[config.mk]
export PLATFORM = sky130hd
export DESIGN_NAME = sap2_controller
export DESIGN_NICKNAME = d
export VERILOG_FILES = /design/src/rtl/sap2_pkg.sv /design/src/rtl/sap2_ucode_rom.sv /design/src/rtl/sap2_controller.sv
export SDC_FILE = /design/constraint.sdc
export NUM_CORES = 1
export LEC_CHECK = 0
export BUFFER_PORTS_ARGS = -buffer_cell sky130_fd_sc_hd__buf_2
export CAP_MARGIN = 20
export CORE_UTILIZATION = 50
export CTS_CLUSTER_SIZE = 16
export DETAILED_ROUTE_END_ITERATION = 6
export PLACE_DENSITY_LB_ADDON = 0.3
export SKIP_CTS_REPAIR_TIMING = 1
export SYNTH_ARGS = -nofsm -noshare
export SYNTH_HDL_FRONTEND = slang
export SYNTH_SLANG_ARGS = --single-unit
[constraint.sdc]
create_clock -name CLK -period 21.3 [get_ports CLK]
set_input_delay 3.195 -clock CLK [delete_from_list [all_inputs] [get_ports CLK]]
set_output_delay 3.195 -clock CLK [all_outputs]
set_load 0.05 [all_outputs]
[src/rtl/sap2_pkg.sv]
// SAP-II controller shared definitions: T-state one-hots, control-word bit map,
// opcodes, and instruction length / T-state decode helpers.
package sap2_pkg;

  localparam logic [17:0] T01 = 18'h00001;
  localparam logic [17:0] T02 = 18'h00002;
  localparam logic [17:0] T03 = 18'h00004;
  localparam logic [17:0] T04 = 18'h00008;
  localparam logic [17:0] T05 = 18'h00010;
  localparam logic [17:0] T06 = 18'h00020;
  localparam logic [17:0] T07 = 18'h00040;
  localparam logic [17:0] T08 = 18'h00080;
  localparam logic [17:0] T09 = 18'h00100;
  localparam logic [17:0] T10 = 18'h00200;
  localparam logic [17:0] T11 = 18'h00400;
  localparam logic [17:0] T12 = 18'h00800;
  localparam logic [17:0] T13 = 18'h01000;
  localparam logic [17:0] T14 = 18'h02000;
  localparam logic [17:0] T15 = 18'h04000;
  localparam logic [17:0] T16 = 18'h08000;
  localparam logic [17:0] T17 = 18'h10000;
  localparam logic [17:0] T18 = 18'h20000;

  localparam int unsigned CW_W = 14;
  typedef logic [CW_W-1:0] cw_t;

  localparam int unsigned CW_CP_IDX = 0;   // PC increment
  localparam int unsigned CW_EP_IDX = 1;   // PC onto W-bus
  localparam int unsigned CW_LM_IDX = 2;   // load MAR
  localparam int unsigned CW_CE_IDX = 3;   // memory onto W-bus
  localparam int unsigned CW_LI_IDX = 4;   // load IR
  localparam int unsigned CW_LP_IDX = 5;   // load PC from W-bus
  localparam int unsigned CW_LA_IDX = 6;   // load accumulator
  localparam int unsigned CW_EA_IDX = 7;   // accumulator onto W-bus
  localparam int unsigned CW_LB_IDX = 8;   // load B
  localparam int unsigned CW_EB_IDX = 9;   // B onto W-bus
  localparam int unsigned CW_ET_IDX = 10;  // TMP onto W-bus
  localparam int unsigned CW_LT_IDX = 11;  // load TMP
  localparam int unsigned CW_EU_IDX = 12;  // ALU onto W-bus
  localparam int unsigned CW_WE_IDX = 13;  // memory write

  localparam cw_t CW_IDLE = '0;
  localparam cw_t CW_CP = cw_t'(1 << CW_CP_IDX);
  localparam cw_t CW_EP = cw_t'(1 << CW_EP_IDX);
  localparam cw_t CW_LM = cw_t'(1 << CW_LM_IDX);
  localparam cw_t CW_CE = cw_t'(1 << CW_CE_IDX);
  localparam cw_t CW_LI = cw_t'(1 << CW_LI_IDX);
  localparam cw_t CW_LP = cw_t'(1 << CW_LP_IDX);
  localparam cw_t CW_LA = cw_t'(1 << CW_LA_IDX);
  localparam cw_t CW_EA = cw_t'(1 << CW_EA_IDX);
  localparam cw_t CW_LB = cw_t'(1 << CW_LB_IDX);
  localparam cw_t CW_EB = cw_t'(1 << CW_EB_IDX);
  localparam cw_t CW_ET = cw_t'(1 << CW_ET_IDX);
  localparam cw_t CW_LT = cw_t'(1 << CW_LT_IDX);
  localparam cw_t CW_EU = cw_t'(1 << CW_EU_IDX);
  localparam cw_t CW_WE = cw_t'(1 << CW_WE_IDX);

  localparam logic [7:0] OP_NOP    = 8'h00;
  localparam logic [7:0] OP_MVI_B  = 8'h06;
  localparam logic [7:0] OP_STA    = 8'h32;
  localparam logic [7:0] OP_LDA    = 8'h3A;
  localparam logic [7:0] OP_MVI_A  = 8'h3E;
  localparam logic [7:0] OP_HLT    = 8'h76;
  localparam logic [7:0] OP_MOV_AB = 8'h78;
  localparam logic [7:0] OP_ADD_B  = 8'h80;
  localparam logic [7:0] OP_JNZ    = 8'hC2;
  localparam logic [7:0] OP_JMP    = 8'hC3;
  localparam logic [7:0] OP_JZ     = 8'hCA;
  localparam logic [7:0] OP_JM     = 8'hFA;

  function automatic logic is_cond_jump(input logic [7:0] op);
    return (op == OP_JZ) || (op == OP_JNZ) || (op == OP_JM);
  endfunction

  function automatic logic [4:0] instr_len(input logic [7:0] op, input logic taken);
    logic [4:0] len;
    case (op)
      OP_MVI_A, OP_MVI_B:   len = 5'd7;
      OP_LDA, OP_STA:       len = 5'd13;
      OP_JMP:               len = 5'd10;
      OP_JZ, OP_JNZ, OP_JM: len = taken ? 5'd10 : 5'd7;
      default:              len = 5'd4;
    endcase
    return len;
  endfunction

  // 1..18 for a one-hot input; 0 for zero or multi-hot.
  function automatic logic [4:0] t_index(input logic [17:0] oh);
    logic [4:0]  idx;
    int unsigned n;
    idx = '0;
    n   = 0;
    for (int unsigned i = 0; i < 18; i++) begin
      if (oh[i]) begin
        idx = 5'(i + 1);
        n++;
      end
    end
    return (n == 1) ? idx : 5'd0;
  endfunction

endpackage

[src/rtl/sap2_ucode_rom.sv]
// Combinational microcode: (opcode, T-state index, jump-taken) -> SAP-II control word.
module sap2_ucode_rom
  import sap2_pkg::*;
(
  input  logic [7:0]      op,
  input  logic [4:0]      t_idx,
  input  logic            taken,
  output logic [CW_W-1:0] cw
);

  always_comb begin
    cw = CW_IDLE;
    if (t_idx == 5'd1)      cw = CW_EP | CW_LM;
    else if (t_idx == 5'd2) cw = CW_CP;
    else if (t_idx == 5'd3) cw = CW_CE | CW_LI;
    else begin
      case (op)
        OP_MVI_A, OP_MVI_B: begin
          case (t_idx)
            5'd4:    cw = CW_EP | CW_LM;
            5'd5:    cw = CW_CE | ((op == OP_MVI_A) ? CW_LA : CW_LB);
            5'd6:    cw = CW_CP;
            default: cw = CW_IDLE;
          endcase
        end
        OP_LDA, OP_STA: begin
          case (t_idx)
            5'd4, 5'd7: cw = CW_EP | CW_LM;
            5'd5, 5'd8: cw = CW_CE | CW_LT;
            5'd6, 5'd9: cw = CW_CP;
            5'd10:      cw = CW_ET | CW_LM;
            5'd11:      cw = (op == OP_LDA) ? (CW_CE | CW_LA) : (CW_EA | CW_WE);
            default:    cw = CW_IDLE;
          endcase
        end
        OP_JMP: begin
          case (t_idx)
            5'd4, 5'd7: cw = CW_EP | CW_LM;
            5'd5, 5'd8: cw = CW_CE | CW_LT;
            5'd6:       cw = CW_CP;
            5'd9:       cw = CW_ET | CW_LP;
            default:    cw = CW_IDLE;
          endcase
        end
        // T4 is idle: the branch decision only becomes visible from T5.
        OP_JZ, OP_JNZ, OP_JM: begin
          if (taken) begin
            case (t_idx)
              5'd5, 5'd8: cw = CW_EP | CW_LM;
              5'd6, 5'd9: cw = CW_CE | CW_LT;
              5'd7:       cw = CW_CP;
              5'd10:      cw = CW_ET | CW_LP;
              default:    cw = CW_IDLE;
            endcase
          end else if (t_idx == 5'd5 || t_idx == 5'd6) begin
            cw = CW_CP;
          end
        end
        OP_ADD_B:  if (t_idx == 5'd4) cw = CW_EU | CW_LA;
        OP_MOV_AB: if (t_idx == 5'd4) cw = CW_EB | CW_LA;
        default:   cw = CW_IDLE;
      endcase
    end
  end

endmodule

[src/rtl/sap2_controller.sv]
// SAP-II control unit: IR, jump/halt tracking, retired-instruction count and ring-clear.
// Optional SAP2_CTRL_ONEHOT_CHECK_EN: illegal t_state sets sticky fault and halted.
module sap2_controller
  import sap2_pkg::*;
#(
  parameter int unsigned CNT_W  = 16,
  parameter logic [7:0]  NOP_OP = 8'h00
) (
  input  logic             CLK,
  input  logic             nCLR,
  input  logic [17:0]      t_state,
  input  logic [7:0]       wbus_in,
  input  logic             flag_z,
  input  logic             flag_s,
  output logic [CW_W-1:0]  ctrl_word,
  output logic             ring_nclr,
  output logic             halted,
  output logic [CNT_W-1:0] instr_cnt,
  output logic             fault
);

  logic [4:0]       t_idx, len;
  logic             legal, active, terminal, past_end, cond;
  logic [CW_W-1:0]  rom_cw;
  logic [7:0]       ir_q, ir_d;
  logic             taken_q, taken_d;
  logic             halted_q, halted_d;
  logic [CNT_W-1:0] instr_cnt_q, instr_cnt_d;

  sap2_ucode_rom u_rom (
    .op    (ir_q),
    .t_idx (t_idx),
    .taken (taken_q),
    .cw    (rom_cw)
  );

  always_comb begin
    t_idx    = t_index(t_state);
    len      = instr_len(ir_q, taken_q);
    legal    = (t_idx != 5'd0);
    active   = legal && !halted_q;
    terminal = legal && (t_idx == len);
    past_end = legal && (t_idx > len);
    case (ir_q)
      OP_JZ:   cond = flag_z;
      OP_JNZ:  cond = !flag_z;
      OP_JM:   cond = flag_s;
      default: cond = 1'b0;
    endcase
  end

  always_comb begin
    ctrl_word = CW_IDLE;
    ring_nclr = 1'b0;
    if (nCLR && active && !past_end) begin
      ctrl_word = rom_cw;
      ring_nclr = !terminal;
    end
  end

  always_comb begin
    ir_d        = ir_q;
    taken_d     = taken_q;
    halted_d    = halted_q;
    instr_cnt_d = instr_cnt_q;
    if (active) begin
      if (t_idx == 5'd3) ir_d = wbus_in;
      if (t_idx == 5'd4 && is_cond_jump(ir_q)) taken_d = cond;
      if (t_idx == 5'd4 && ir_q == OP_HLT) halted_d = 1'b1;
      if (terminal) begin
        taken_d = 1'b0;
        if (ir_q != OP_HLT) instr_cnt_d = instr_cnt_q + CNT_W'(1);
      end
    end
`ifdef SAP2_CTRL_ONEHOT_CHECK_EN
    if (!legal) halted_d = 1'b1;
`endif
  end

  always_ff @(posedge CLK or negedge nCLR) begin
    if (!nCLR) begin
      ir_q        <= NOP_OP;
      taken_q     <= 1'b0;
      halted_q    <= 1'b0;
      instr_cnt_q <= '0;
    end else begin
      ir_q        <= ir_d;
      taken_q     <= taken_d;
      halted_q    <= halted_d;
      instr_cnt_q <= instr_cnt_d;
    end
  end

`ifdef SAP2_CTRL_ONEHOT_CHECK_EN
  logic fault_q, fault_d;

  always_comb fault_d = fault_q | !legal;

  always_ff @(posedge CLK or negedge nCLR) begin
    if (!nCLR) fault_q <= 1'b0;
    else       fault_q <= fault_d;
  end

  assign fault = fault_q;
`else
  assign fault = 1'b0;
`endif

  assign halted    = halted_q;
  assign instr_cnt = instr_cnt_q;

endmodule

# Yosys cells after proc, flatten, opt, wreduce, memory -nomap -nowiden
# Cells that the tools add are included.
# W data, S select, Z words.
[totals]
register_bits = 26
in_bits = 30
[op_classes]
addsub = 18
n_lt_le_gt_ge = 1
eq_ne = 25
n_mux = 58
reduce_logical = 26
[op_table]
columns = ["operator", "n"]
rows = [
  ["$add A32 B1 Y32 const B", 17],
  ["$mux W32", 17],
  ["$pmux W12 S4", 2],
  ["$mux W5", 17],
  ["$mux W14", 6],
  ["$pmux W14 S6", 1],
  ["$pmux W14 S5", 1],
  ["$pmux W14 S3", 1],
  ["$eq A8 B8 Y1 const B", 5],
  ["$eq A32 B1 Y1 const B", 1],
  ["$eq A8 B6 Y1 const B", 3],
  ["$eq A5 B3 Y1 const B", 4],
  ["$eq A5 B4 Y1 const B", 4],
  ["$add A16 B1 Y16 const B", 1],
  ["$eq A8 B7 Y1 const B", 2],
  ["$pmux W4 S4", 1],
  ["$mux W13", 1],
  ["$eq A5 B2 Y1 const B", 2],
  ["$mux W10", 1],
  ["$reduce_or A2 Y1", 5],
  ["$mux W9", 1],
  ["$eq A8 B3 Y1 const B", 1],
  ["$ne A8 B7 Y1 const B", 1],
  ["$logic_and A1 B1 Y1", 7],
  ["other kinds (14)", 26],
]

# Logic depth before layout (Yosys ltp)
# Gate-level depths: netlist (run 1).
[logic_depth]
ltp_word = 46
ltp_mapped = 71

# Cells and area by module
# A second synthesis (run 1) with hierarchy kept.
[hier_totals]
cells_unflattened = 635
hier_area_um2 = 5024.8
[modules_own_cells]
columns = ["mod", "n_inst", "cells_per_inst", "area_per_inst_um2"]
rows = [
  ["sap2_controller", 1, 550, 4496.8],
  ["sap2_ucode_rom", 1, 85, 528.0],
]

# Least setup slack after synthesis (run 1)
# OpenSTA, ideal clock, no wires.
[synth_timing]
kind = "input -> output"
start = "input t_state[0]"
end = "output ctrl_word[13]"
t_arrival_ns = 16.462
t_required_ns = 18.105
slack_ns = 1.643
stages = 70
path_buffers = 3
path_cell_list = "ha_1 > or2_2 > nand2_1 > inv_1 > ha_1 > nand2_1 > o21ai_0 > ha_1 > mux2_2 > ha_1 > a22oi_1 > nand2_1 > ha_1 > nor2b_1 > a21oi_1 > ha_1 > nand2_1 > o21a_1 > [34 not listed] > a211o_1 > o22ai_1 > mux2i_1 > buf_2 > or2_2 > nor2_1 > ha_1 > nor2b_1 > o21a_1 > o21a_1 > o21ai_0 > and3_1 > o21ai_0 > or3_1 > or4_1 > buf_2 > nor4b_2 > buf_4"
[synth_via]
elab_chain_cells = 45
elab_cells_between_ends = 82
classes_between = "17 x add/sub; 1 x order compare; 12 x eq/ne; 43 x mux; 9 x reduce/logical"
[synth_rtl]
columns = ["item", "line", "source"]
rows = [
  ["start, declared", "sap2_controller.sv:11", "input logic [17:0] t_state,"],
  ["$mux W1", "sap2_pkg.sv:94", "if (oh[i]) begin"],
  ["$add A32 B1 Y32", "sap2_pkg.sv:96", "n++;"],
  ["$mux W32", "sap2_pkg.sv:94", ""],
  ["$add A32 B1 Y32", "sap2_pkg.sv:96", ""],
  ["$mux W32", "sap2_pkg.sv:94", ""],
  ["$add A32 B1 Y32", "sap2_pkg.sv:96", ""],
  ["$mux W32", "sap2_pkg.sv:94", ""],
  ["$add A32 B1 Y32", "sap2_pkg.sv:96", ""],
  ["[29 not listed]", "-", ""],
  ["$eq A5 B4 Y1 / $eq A5 B3 Y1 (equally long branches)", "sap2_ucode_rom.sv:27", "case (t_idx)"],
  ["$reduce_or A2 Y1", "sap2_ucode_rom.sv:27", ""],
  ["$pmux W14 S5", "sap2_ucode_rom.sv:27", ""],
  ["$pmux W14 S6", "sap2_ucode_rom.sv:17", "case (op)"],
  ["$mux W14", "sap2_ucode_rom.sv:15", "else if (t_idx == 5'd3) cw = CW_CE | CW_LI;"],
  ["$mux W14", "sap2_ucode_rom.sv:14", "else if (t_idx == 5'd2) cw = CW_CP;"],
  ["$mux W14", "sap2_ucode_rom.sv:13", "if (t_idx == 5'd1) cw = CW_EP | CW_LM;"],
  ["$mux W14 *", "sap2_controller.sv:55", "if (nCLR && active && !past_end) begin"],
  ["end, declared", "sap2_controller.sv:15", "output logic [CW_W-1:0] ctrl_word,"],
]
# Mark *: on every way between the ends. The rest lies on a longest branch, timed or not.

# Final worst setup path (run 1)
[layout_timing]
start = "input t_state[0]"
end = "output ctrl_word[7]"
[layout_via]
elab_chain_cells = 45
elab_cells_between_ends = 83
classes_between = "17 x add/sub; 1 x order compare; 12 x eq/ne; 44 x mux; 9 x reduce/logical"
[layout_rtl]
columns = ["item", "line"]
rows = [
  ["$mux W1", "sap2_pkg.sv:94"],
  ["$add A32 B1 Y32", "sap2_pkg.sv:96"],
  ["$mux W32", "sap2_pkg.sv:94"],
  ["$add A32 B1 Y32", "sap2_pkg.sv:96"],
  ["$mux W32", "sap2_pkg.sv:94"],
  ["$add A32 B1 Y32", "sap2_pkg.sv:96"],
  ["$mux W32", "sap2_pkg.sv:94"],
  ["$add A32 B1 Y32", "sap2_pkg.sv:96"],
  ["[29 not listed]", "-"],
  ["$eq A5 B4 Y1 (tied with other cells)", "sap2_ucode_rom.sv:27"],
  ["$reduce_or A2 Y1", "sap2_ucode_rom.sv:27"],
  ["$pmux W14 S5", "sap2_ucode_rom.sv:27"],
  ["$pmux W14 S6", "sap2_ucode_rom.sv:17"],
  ["$mux W14", "sap2_ucode_rom.sv:15"],
  ["$mux W14", "sap2_ucode_rom.sv:14"],
  ["$mux W14", "sap2_ucode_rom.sv:13"],
  ["$mux W14 *", "sap2_controller.sv:55"],
]
# Marked as above.

==> flow_summary.yaml, run 1 <==
yosys:
  synth_top_cell_area_share_pct: 14.6
  yosysTopAreaCell: "dfrtp_1"
  yosysWarnings: 0
  ys.flop_type: "dfrtp_1"
  synthTopCellsByArea: "dfrtp_1 15%, ha_1 6.5%, nand2_1 5.2%, xnor2_1 4.9%, xor2_1 4.3%"
  synth.distinct_cells: 81
  synth_area_sq_um: 4450
  synth_edf_count: 0
  yosysSeqAreaShare_pct: 14.6
  ys_ff_latch: 26
  postSynthAreaPerCell_sq_um: 7.71
  async_reset_ff_share_pct: 100
  syn_inst: 577
  synth_fp_nets: 630
final_layout:
  drive_gt1_share_pct: 18.6
  area_growth_pct: 9.33
  nets: 671
  nFillCells: 866
  diodes: 0
drt:
  vias_per_cell: 6.20
  drtAntennaViolNets: 0
  route.detailed.wl_per_inst_um: 15.7
  drtPass1Iterations: 5
  detail_route.wirelength_um: 11400
  vias: 4493
  drt_iter0_drc: 201
  drc: 0
clock_tree:
  cts_buffers: 3
  cts-root-buf: "clkbuf_8"
  h-tree-depth: 1
  clock-sinks: 26
  cts_max_path_buffers: 2
  clkSlewWorstSetupHoldPaths_ns: 0.09
  cts_tree: "done"
  clk_latency_ns: 0.27
min_path:
  min_path_type: "reg -> reg"
die:
  io_pins: 63
  core.rowCount: 34
  fp.dieH_um: 96.3
  dieArea_sq_um: 9280
  start_util_pct: 51.3
  fp.dieW_um: 96.3
  core_area_sq_um: 8680
power:
  p_sw_w: 0.000267
  internal-power_w: 0.000263
  peakVddDrop_v: 0.0000541
  power_density_nw_per_um2: 109
  clkPwrFrac_pct: 7.7
  comb_power_share_pct: 82.8
  p_seq_share_pct: 9.4
  swShare_pct: 50.4
  p_leak_nw: 2.23
run:
  max_cap_violations: 0
global_routing:
  gr-total-overflow: 0
  grt_pass1_wl_um: 18800
  grt_pass1_vias: 4159
  track_usage_pct: 25.1
  grt_max_degree: 28
  antenna_found_initial: 0
place:
  routabilityCongestion: 0.932
  portBuffers: 61
  dp_hpwl_um: 9110
timing:
  max_slew_margin_pct: 29.7
  clock.fmax_ghz: 0.0494
  fin_tns_setup_ns: 0
  worst_pin_slew_ns: 1.05
  hold_ws_ns: 0.467
  rsz0062_at_grt: "no"
  clock-skew-final_ns: 0.00598
  final-max-slew-violation-count: 0
  timing.final.crit_share_pct: 95.0
  setup_viol: 0
  hold_viol_final: 0
  period_needed_ns: 20.23
critical_path:
  slowest_stage: "or4_1"
  cp_max_fo: 11
  path_common_cell: "ha_1"
  slowest_delay_ns: 0.56
  worstPathArrival_ns: 17.03
  required_ns: 18.11
  crit_type: "in -> out"
  cp-end-kind: "output port"
  worst_setup_path_start_kind: "input pin"
run_status:
  outcome: "finished, final reports clean"
==> critical path, delay by kind of cell <==
family                     cells  cell delay [ns]
muxes                          2             0.56
buffers and inverters          5             0.63
xor gates and xnor gates       1             0.16
adders and majority gates     16             4.52
and+or+nand+nor               24             4.20
AOI/OAI and AO/OA             21             3.76
==> logic make-up after synthesis <==
| family | Yosys count | synth area share, % |
|---|---|---|
| and+or+nand+nor | 261 | 31.0 |
| DFF | 26 | 14.6 |
| xor gates and xnor gates | 64 | 17.5 |
| buffers and inverters | 50 | 4.64 |
| AOI/OAI and AO/OA | 132 | 20.9 |
| adders and majority gates | 23 | 6.47 |
| muxes | 20 | 4.84 |
| other | 1 | 0.0843 |
==> sequential cells by signal, summed over array words and instances (netlist names) <==
| register | cells |
|---|---|
| ir_q | 8 |
| halted | 1 |
| instr_cnt | 16 |
| taken_q | 1 |
==> path summary, 6_finish.rpt <==
check                         startpoint            end  slack (ns)  cells past startpoint
setup / recovery              t_state[0]   ctrl_word[7]        1.07                     69
hold / removal             instr_cnt[15]  instr_cnt[15]        0.47                      1
setup reg to reg                 ir_q[0]  instr_cnt[15]       17.64                     12
hold reg to reg            instr_cnt[15]  instr_cnt[15]        0.47                      1
max in group asynchronous           nCLR        ir_q[7]       17.98                      1
min in group asynchronous           nCLR  instr_cnt[10]        2.92                      1
==> power by group through the flow <==
stage / clock network (W) / logic, W / registers, W
detailed placement: 0 / 0.000425 / 0.0000510
CTS: 0.0000419 / 0.000428 / 0.0000500
global route: 0.0000428 / 0.000487 / 0.0000501
finish: 0.0000411 / 0.000439 / 0.0000501
floorplan: 0 / 0.000356 / 0.0000518
global placement: 0 / 0.000409 / 0.0000510
==> area by class of cell <==
type	count	area, sq um	share of cell area, %
clock buffers	3	41.3	0.849
multi-input cells	501	3610	74.1
repair buffers	62	313	6.43
inverters	24	90.1	1.85
flip-flops and latches	26	651	13.4
well taps	108	135	2.78
clock inverters	1	30.0	0.617
==> per-layer routing <==
metal  GRT usage [%]  up-vias  share of wire, %  wire length (um)
met2            45.1      140                49              5600
met5               0        -                 0                 0
li1                -     2218                 -                 -
met4            5.64        0               1.8               208
met3            1.26       19               4.3               485
met1            32.9     2116                45              5080
==> synthesized netlist by cell type, drive strengths merged, types with 4 or more instances <==
library cell	count
nand2	62
nor2	39
nor3	31
xnor2	29
a21oi	27
dfrtp	26
nand3	26
inv	24
o21ai	24
ha	23
xor2	23
nor4	16
clkbuf	15
and3	12
mux2	12
or3	12
buf	11
nand4	11
nor2b	11
and2	8
mux2i	8
o211ai	8
a211oi	7
o21a	7
or4	7
xnor3	7
a21o	6
a31oi	5
nand2b	5
or2	5
xor3	5
a211o	4
a22oi	4
a31o	4
nor4b	4
o21bai	4
==> per-stage QoR <==
stage                     area, sq um  std cells  util [%]  setup WS, ns  total power [W]
after global placement           4780        721      55.1          1.26         0.000460
after detailed placement         4780        721      55.1         0.801         0.000476
after CTS                        4850        725      55.9         0.758         0.000520
after floorplan                  4450        577         -          1.64         0.000408
after global routing             4870        725      56.1        0.0616         0.000580
final                            4870        725      56.1          1.07         0.000530
==> cell usage in the layout, fill, tap and decap left out, types with 20 or more instances in the layout <==
cell     synthesis  routed
a21oi_1         27      27
buf_2            8      61
dfrtp_1         26      26
ha_1            23      23
inv_1           24      24
nand2_1         62      61
nand3_1         25      25
nor2_1          39      39
nor3_1          30      30
o21ai_0         20      20
xnor2_1         25      25
xor2_1          22      22
Note: power is estimated with default switching activity, not from simulation.
==> run 2, diff against run 1 <==
--- a/config.mk
+++ b/config.mk
@@ -8,9 +8,11 @@
 export BUFFER_PORTS_ARGS = -buffer_cell sky130_fd_sc_hd__buf_2
 export CAP_MARGIN = 20
 export CORE_UTILIZATION = 50
+export CTS_BUF_LIST = sky130_fd_sc_hd__clkbuf_8
 export CTS_CLUSTER_SIZE = 16
 export DETAILED_ROUTE_END_ITERATION = 6
 export PLACE_DENSITY_LB_ADDON = 0.3
+export RECOVER_POWER = 25
 export SKIP_CTS_REPAIR_TIMING = 1
 export SYNTH_ARGS = -nofsm -noshare
 export SYNTH_HDL_FRONTEND = slang
==> flow_summary.yaml, run 2 (synthesis gave the netlist of run 1 again) <==
critical_path:
  critPathBufInv: 5
  reg2regPathDepth: 12
  required_ns: 18.11
  cp-end-kind: "output port"
  worstPathArrival_ns: 17.04
  cp_max_fo: 11
  crit_family: "adder cells"
  regToRegSetupSlack_ns: 17.64
  r2r_start: "ir_q[0]"
  slowest_stage: "or4_1"
  path_common_cell: "ha_1"
  path_depth: 69
  startpoint: "t_state[0]"
  crit_type: "in -> out"
  r2r_end: "instr_cnt[15]"
  worst_setup_path_start_kind: "input pin"
  slowest_delay_ns: 0.56
  crit_end: "ctrl_word[7]"
final_layout:
  seq_area_sq_um: 651
  largest_reg_flops: 16
  mostFrequentLayoutCell: "nand2_1"
  final_cell_mix: "61 x nand2_1, 60 x buf_2, 39 x nor2_1"
  nets: 671
  fin_util_pct: 56.1
  multi_input_area_sq_um: 3610
  nFillCells: 865
  diodes: 0
  drive_gt1_share_pct: 18.5
  area_growth_pct: 9.31
timing:
  hold_viol_final: 0
  rsz0062_at_grt: "no"
  worst_pin_slew_ns: 1.43
  hold_ws_ns: 0.467
  setup_ws_ns: 1.07
  clock.fmax_ghz: 0.0494
  timing.final.crit_share_pct: 95.0
  final-max-slew-violation-count: 0
  clock-skew-final_ns: 0.00557
  fin_tns_setup_ns: 0
  period_needed_ns: 20.23
  setup_viol: 0
  max_slew_margin_pct: 4.78
die:
  core.rowCount: 34
  start_util_pct: 51.3
  fp.dieW_um: 96.3
  fp.dieH_um: 96.3
  io_pins: 63
  core_area_sq_um: 8680
  dieArea_sq_um: 9280
drt:
  vias_per_cell: 6.20
  drt_iter0_drc: 201
  route.detailed.wl_per_inst_um: 15.7
  drtAntennaViolNets: 0
  drc: 0
  detail_route.wirelength_um: 11400
  vias: 4492
  drtPass1Iterations: 5
global_routing:
  grt_pass1_wl_um: 18800
  antenna_found_initial: 0
  gr-total-overflow: 0
  grt_max_degree: 28
  track_usage_pct: 25.1
  grt_pass1_vias: 4159
place:
  portBuffers: 61
  routabilityCongestion: 0.932
  pre_cts_slack_ns: 0.801
  dp_hpwl_um: 9110
power:
  power_density_nw_per_um2: 109
  p_leak_nw: 2.22
  power_w: 0.000530
  peakVddDrop_v: 0.0000541
run_status:
  outcome: "finished, final reports clean"
run:
  max_cap_violations: 0
clock_tree:
  cts_max_path_buffers: 2
  clk_latency_ns: 0.27
  cts-root-buf: "clkbuf_8"
  cts_tree: "done"
  clock-sinks: 26
  h-tree-depth: 1
  cts_buffers: 3
  clkSlewWorstSetupHoldPaths_ns: 0.09
min_path:
  min_path_type: "reg -> reg"
[run 2: cell count changes in the layout (fill, tap and decap cells not counted), sizes merged]
cell,change
buf,-1
clkbuf,+1
[run 2: cell type report]
class	count	area share, %
Tap cell	108	2.78
Inverter	24	1.85
Sequential cell	26	13.4
Timing Repair Buffer	62	6.40
Multi-Input combinational cell	501	74.1
Clock inverter	1	0.617
Clock buffer	3	0.849
[run 2: through the flow]
step | std cells | area [sq um]
6_report | 725 | 4860
5_1_grt | 725 | 4860
4_1_cts | 725 | 4850
3_5_place_dp | 721 | 4780
3_3_place_gp | 721 | 4780
2_1_floorplan | 577 | 4450
[run 2: worst reg2reg max path, stage by stage (launching register included)]
cell and delay [ns]:
dfrtp_1 0.43, or3b_2 0.50, or4_1 0.58, nand2_1 0.20, nor2_1 0.07, ha_1 0.30, nand4_1 0.17, nor2_1 0.22
nand2b_1 0.14, nor3_1 0.24, inv_1 0.08, or4_1 0.49, xnor2_1 0.14
[run 2: layer usage]
layer | track usage [%] | vias to the layer above | part of all wire (%)
met3 | 1.26 | 19 | 4.3
li1 | - | 2219 | -
met2 | 45.1 | 140 | 49
met5 | 0 | - | 0
met4 | 5.64 | 0 | 1.8
met1 | 32.9 | 2114 | 45
[run 2: where the power goes]
part	internal, W	leakage, nW	switching, W
Combinational	0.000188	1.83	0.000251
Sequential	0.0000496	0.358	0.000000515
Clock	0.0000252	0.0357	0.0000159
[run 2: worst min-delay path by stage]
stage,slack (ns),cells past startpoint,startpoint,endpoint
floorplan,0.50,2,taken_q,taken_q
global placement,0.46,1,instr_cnt[15],instr_cnt[15]
detailed placement,0.46,1,instr_cnt[15],instr_cnt[15]
CTS,0.48,1,instr_cnt[15],instr_cnt[15]
global route,0.50,1,instr_cnt[15],instr_cnt[15]
finish,0.47,1,instr_cnt[15],instr_cnt[15]
==> run 3, diff against run 2 <==
--- a/config.mk
+++ b/config.mk
@@ -5,7 +5,7 @@
 export SDC_FILE = /design/constraint.sdc
 export NUM_CORES = 1
 export LEC_CHECK = 0
-export BUFFER_PORTS_ARGS = -buffer_cell sky130_fd_sc_hd__buf_2
+export BUFFER_PORTS_ARGS = -buffer_cell sky130_fd_sc_hd__buf_4
 export CAP_MARGIN = 20
 export CORE_UTILIZATION = 50
 export CTS_BUF_LIST = sky130_fd_sc_hd__clkbuf_8
@@ -16,4 +16,5 @@
 export SKIP_CTS_REPAIR_TIMING = 1
 export SYNTH_ARGS = -nofsm -noshare
 export SYNTH_HDL_FRONTEND = slang
+export SYNTH_HIERARCHICAL = 1
 export SYNTH_SLANG_ARGS = --single-unit
==> flow_summary.yaml, run 3 <==
timing:
  fin_tns_setup_ns: 0
  period_needed_ns: 19.47
  final-max-slew-violation-count: 0
  max_slew_margin_pct: 4.25
  setup_viol: 0
  clock-skew-final_ns: 0.00804
  rsz0062_at_grt: "no"
  setup_ws_ns: 1.83
  hold_ws_ns: 0.483
  timing.final.crit_share_pct: 91.4
  worst_pin_slew_ns: 1.44
  clock.fmax_ghz: 0.0514
  hold_viol_final: 0
global_routing:
  grt_max_degree: 29
  track_usage_pct: 22.7
  grt_pass1_wl_um: 19800
  gr-total-overflow: 0
  antenna_found_initial: 0
  grt_pass1_vias: 4330
yosys:
  synth.most_common_cell: "nand2_1"
  synth_fp_nets: 687
  synth_top_cell_area_share_pct: 12.9
  synth_area_sq_um: 5020
  yosysTopAreaCell: "dfrtp_1"
  ys.flop_type: "dfrtp_1"
  ys_ff_latch: 26
  synthTopCellsByArea: "dfrtp_1 13%, ha_1 5.5%, xnor2_1 5.2%, nand2_1 4.8%, xor2_1 4.5%"
  synth.distinct_cells: 92
  yosysSeqAreaShare_pct: 12.9
  synthTopCellsByCount: "64 x nand2_1, 46 x nor2_1, 33 x a21oi_1"
  yosysWarnings: 6
  async_reset_ff_share_pct: 100
  syn_inst: 635
  synth_edf_count: 0
  postSynthAreaPerCell_sq_um: 7.91
place:
  portBuffers: 61
  pre_cts_slack_ns: 1.92
  routabilityCongestion: 0.907
  dp_hpwl_um: 9600
  dpl.cell_count: 799
power:
  p_leak_nw: 2.50
  power_density_nw_per_um2: 117
  comb_power_share_pct: 85.7
  internal-power_w: 0.000314
  p_sw_w: 0.000336
  clkPwrFrac_pct: 6.3
  peakVddDrop_v: 0.0000698
  swShare_pct: 51.7
  p_seq_share_pct: 8.0
  power_w: 0.000651
critical_path:
  cp_max_fo: 14
  slowest_stage: "nor2_1"
  crit_type: "in -> out"
  cp-end-kind: "output port"
  worstPathArrival_ns: 16.27
  path_common_cell: "ha_1"
  worst_setup_path_start_kind: "input pin"
  required_ns: 18.11
  slowest_delay_ns: 0.69
final_layout:
  mostFrequentLayoutCell: "nand2_1"
  nFillCells: 904
  drive_gt1_share_pct: 18.2
  final_cell_mix: "64 x nand2_1, 61 x buf_4, 46 x nor2_1"
  diodes: 0
  largest_reg_flops: 16
  final_cells: 803
  nets: 723
  area_growth_pct: 10.7
clock_tree:
  cts_buffers: 3
  cts_tree: "done"
  h-tree-depth: 1
  clock-sinks: 26
  cts-root-buf: "clkbuf_8"
  clkSlewWorstSetupHoldPaths_ns: 0.09
  cts_max_path_buffers: 2
  clk_latency_ns: 0.27
die:
  core_area_sq_um: 9770
  io_pins: 63
  fp.dieW_um: 102
  core.rowCount: 36
  dieArea_sq_um: 10500
  start_util_pct: 51.4
  fp.dieH_um: 102
drt:
  detail_route.wirelength_um: 12100
  vias_per_cell: 6.02
  vias: 4835
  drtAntennaViolNets: 0
  drt_iter0_drc: 259
  route.detailed.wl_per_inst_um: 15.1
  drc: 0
  drtPass1Iterations: 4
run_status:
  outcome: "finished, final reports clean"
run:
  max_cap_violations: 0
min_path:
  min_path_type: "reg -> reg"
==> run 3: cell count changes after synthesis, moves of 6 or more <==
cell	before	now
a311oi_1	0	8
nor3_1	30	20
nor2_1	39	46
a21oi_1	27	33
and3_1	12	24
nand3b_1	3	9
==> run 3: final cells by class <==
cell class,instances,area (sq um),area share [%]
Multi-Input combinational cell,551,4110,73.9
Timing Repair Buffer,62,462,8.30
Tap cell,133,166,2.99
Sequential cell,26,651,11.7
Inverter,27,101,1.82
Clock inverter,1,30.0,0.540
Clock buffer,3,41.3,0.742
==> run 3: layer usage <==
metal / GRT usage, % / wire length, um / vias to the layer above
li1: - / - / 2400
met1: 30.3 / 5540 / 2278
met2: 40.7 / 6020 / 147
met3: 1.16 / 483 / 10
met4: 3.63 / 91 / 0
met5: 0 / 0 / -
==> run 3: power groups by stage <==
stage	registers [W]	clock network [W]	logic, W
floorplan	0.0000524	0	0.000462
global placement	0.0000529	0	0.000530
detailed placement	0.0000530	0	0.000549
CTS	0.0000520	0.0000411	0.000551
global route	0.0000523	0.0000431	0.000613
finish	0.0000521	0.0000412	0.000557
==> run 3: cells by family after synthesis <==
logic type	share of synthesized area, %
mux	6.30
flops	12.9
compound gates	19.9
xor+xnor	18.6
other cells	0.0746
simple gates	31.1
buf+inv	5.20
fa+ha+maj	5.88
==> run 3: metrics by stage <==
stage,instance area [sq um],util (%)
after global routing,5560,56.9
after floorplan,5020,-
after detailed placement,5500,56.2
after global placement,5500,56.2
after CTS,5570,57.0
final,5560,56.9
==> run 3: worst paths after layout <==
path,depth (start not counted),slack (ns),endpoint,startpoint
setup / recovery,60,1.83,ctrl_word[0],t_state[1]
hold / removal,1,0.48,instr_cnt[15],instr_cnt[15]
setup reg to reg,10,17.41,instr_cnt[1],ir_q[5]
hold reg to reg,1,0.48,instr_cnt[15],instr_cnt[15]
max in group asynchronous,1,17.22,instr_cnt[15],nCLR
min in group asynchronous,1,3.24,instr_cnt[14],nCLR
==> run 3: critical path, delay by kind of cell <==
family          cells  cell delay [ns]
xor+xnor            1             0.23
simple gates       15             3.09
fa+ha+maj          17             5.25
compound gates     16             2.50
mux                 5             1.41
buf+inv             6             0.54
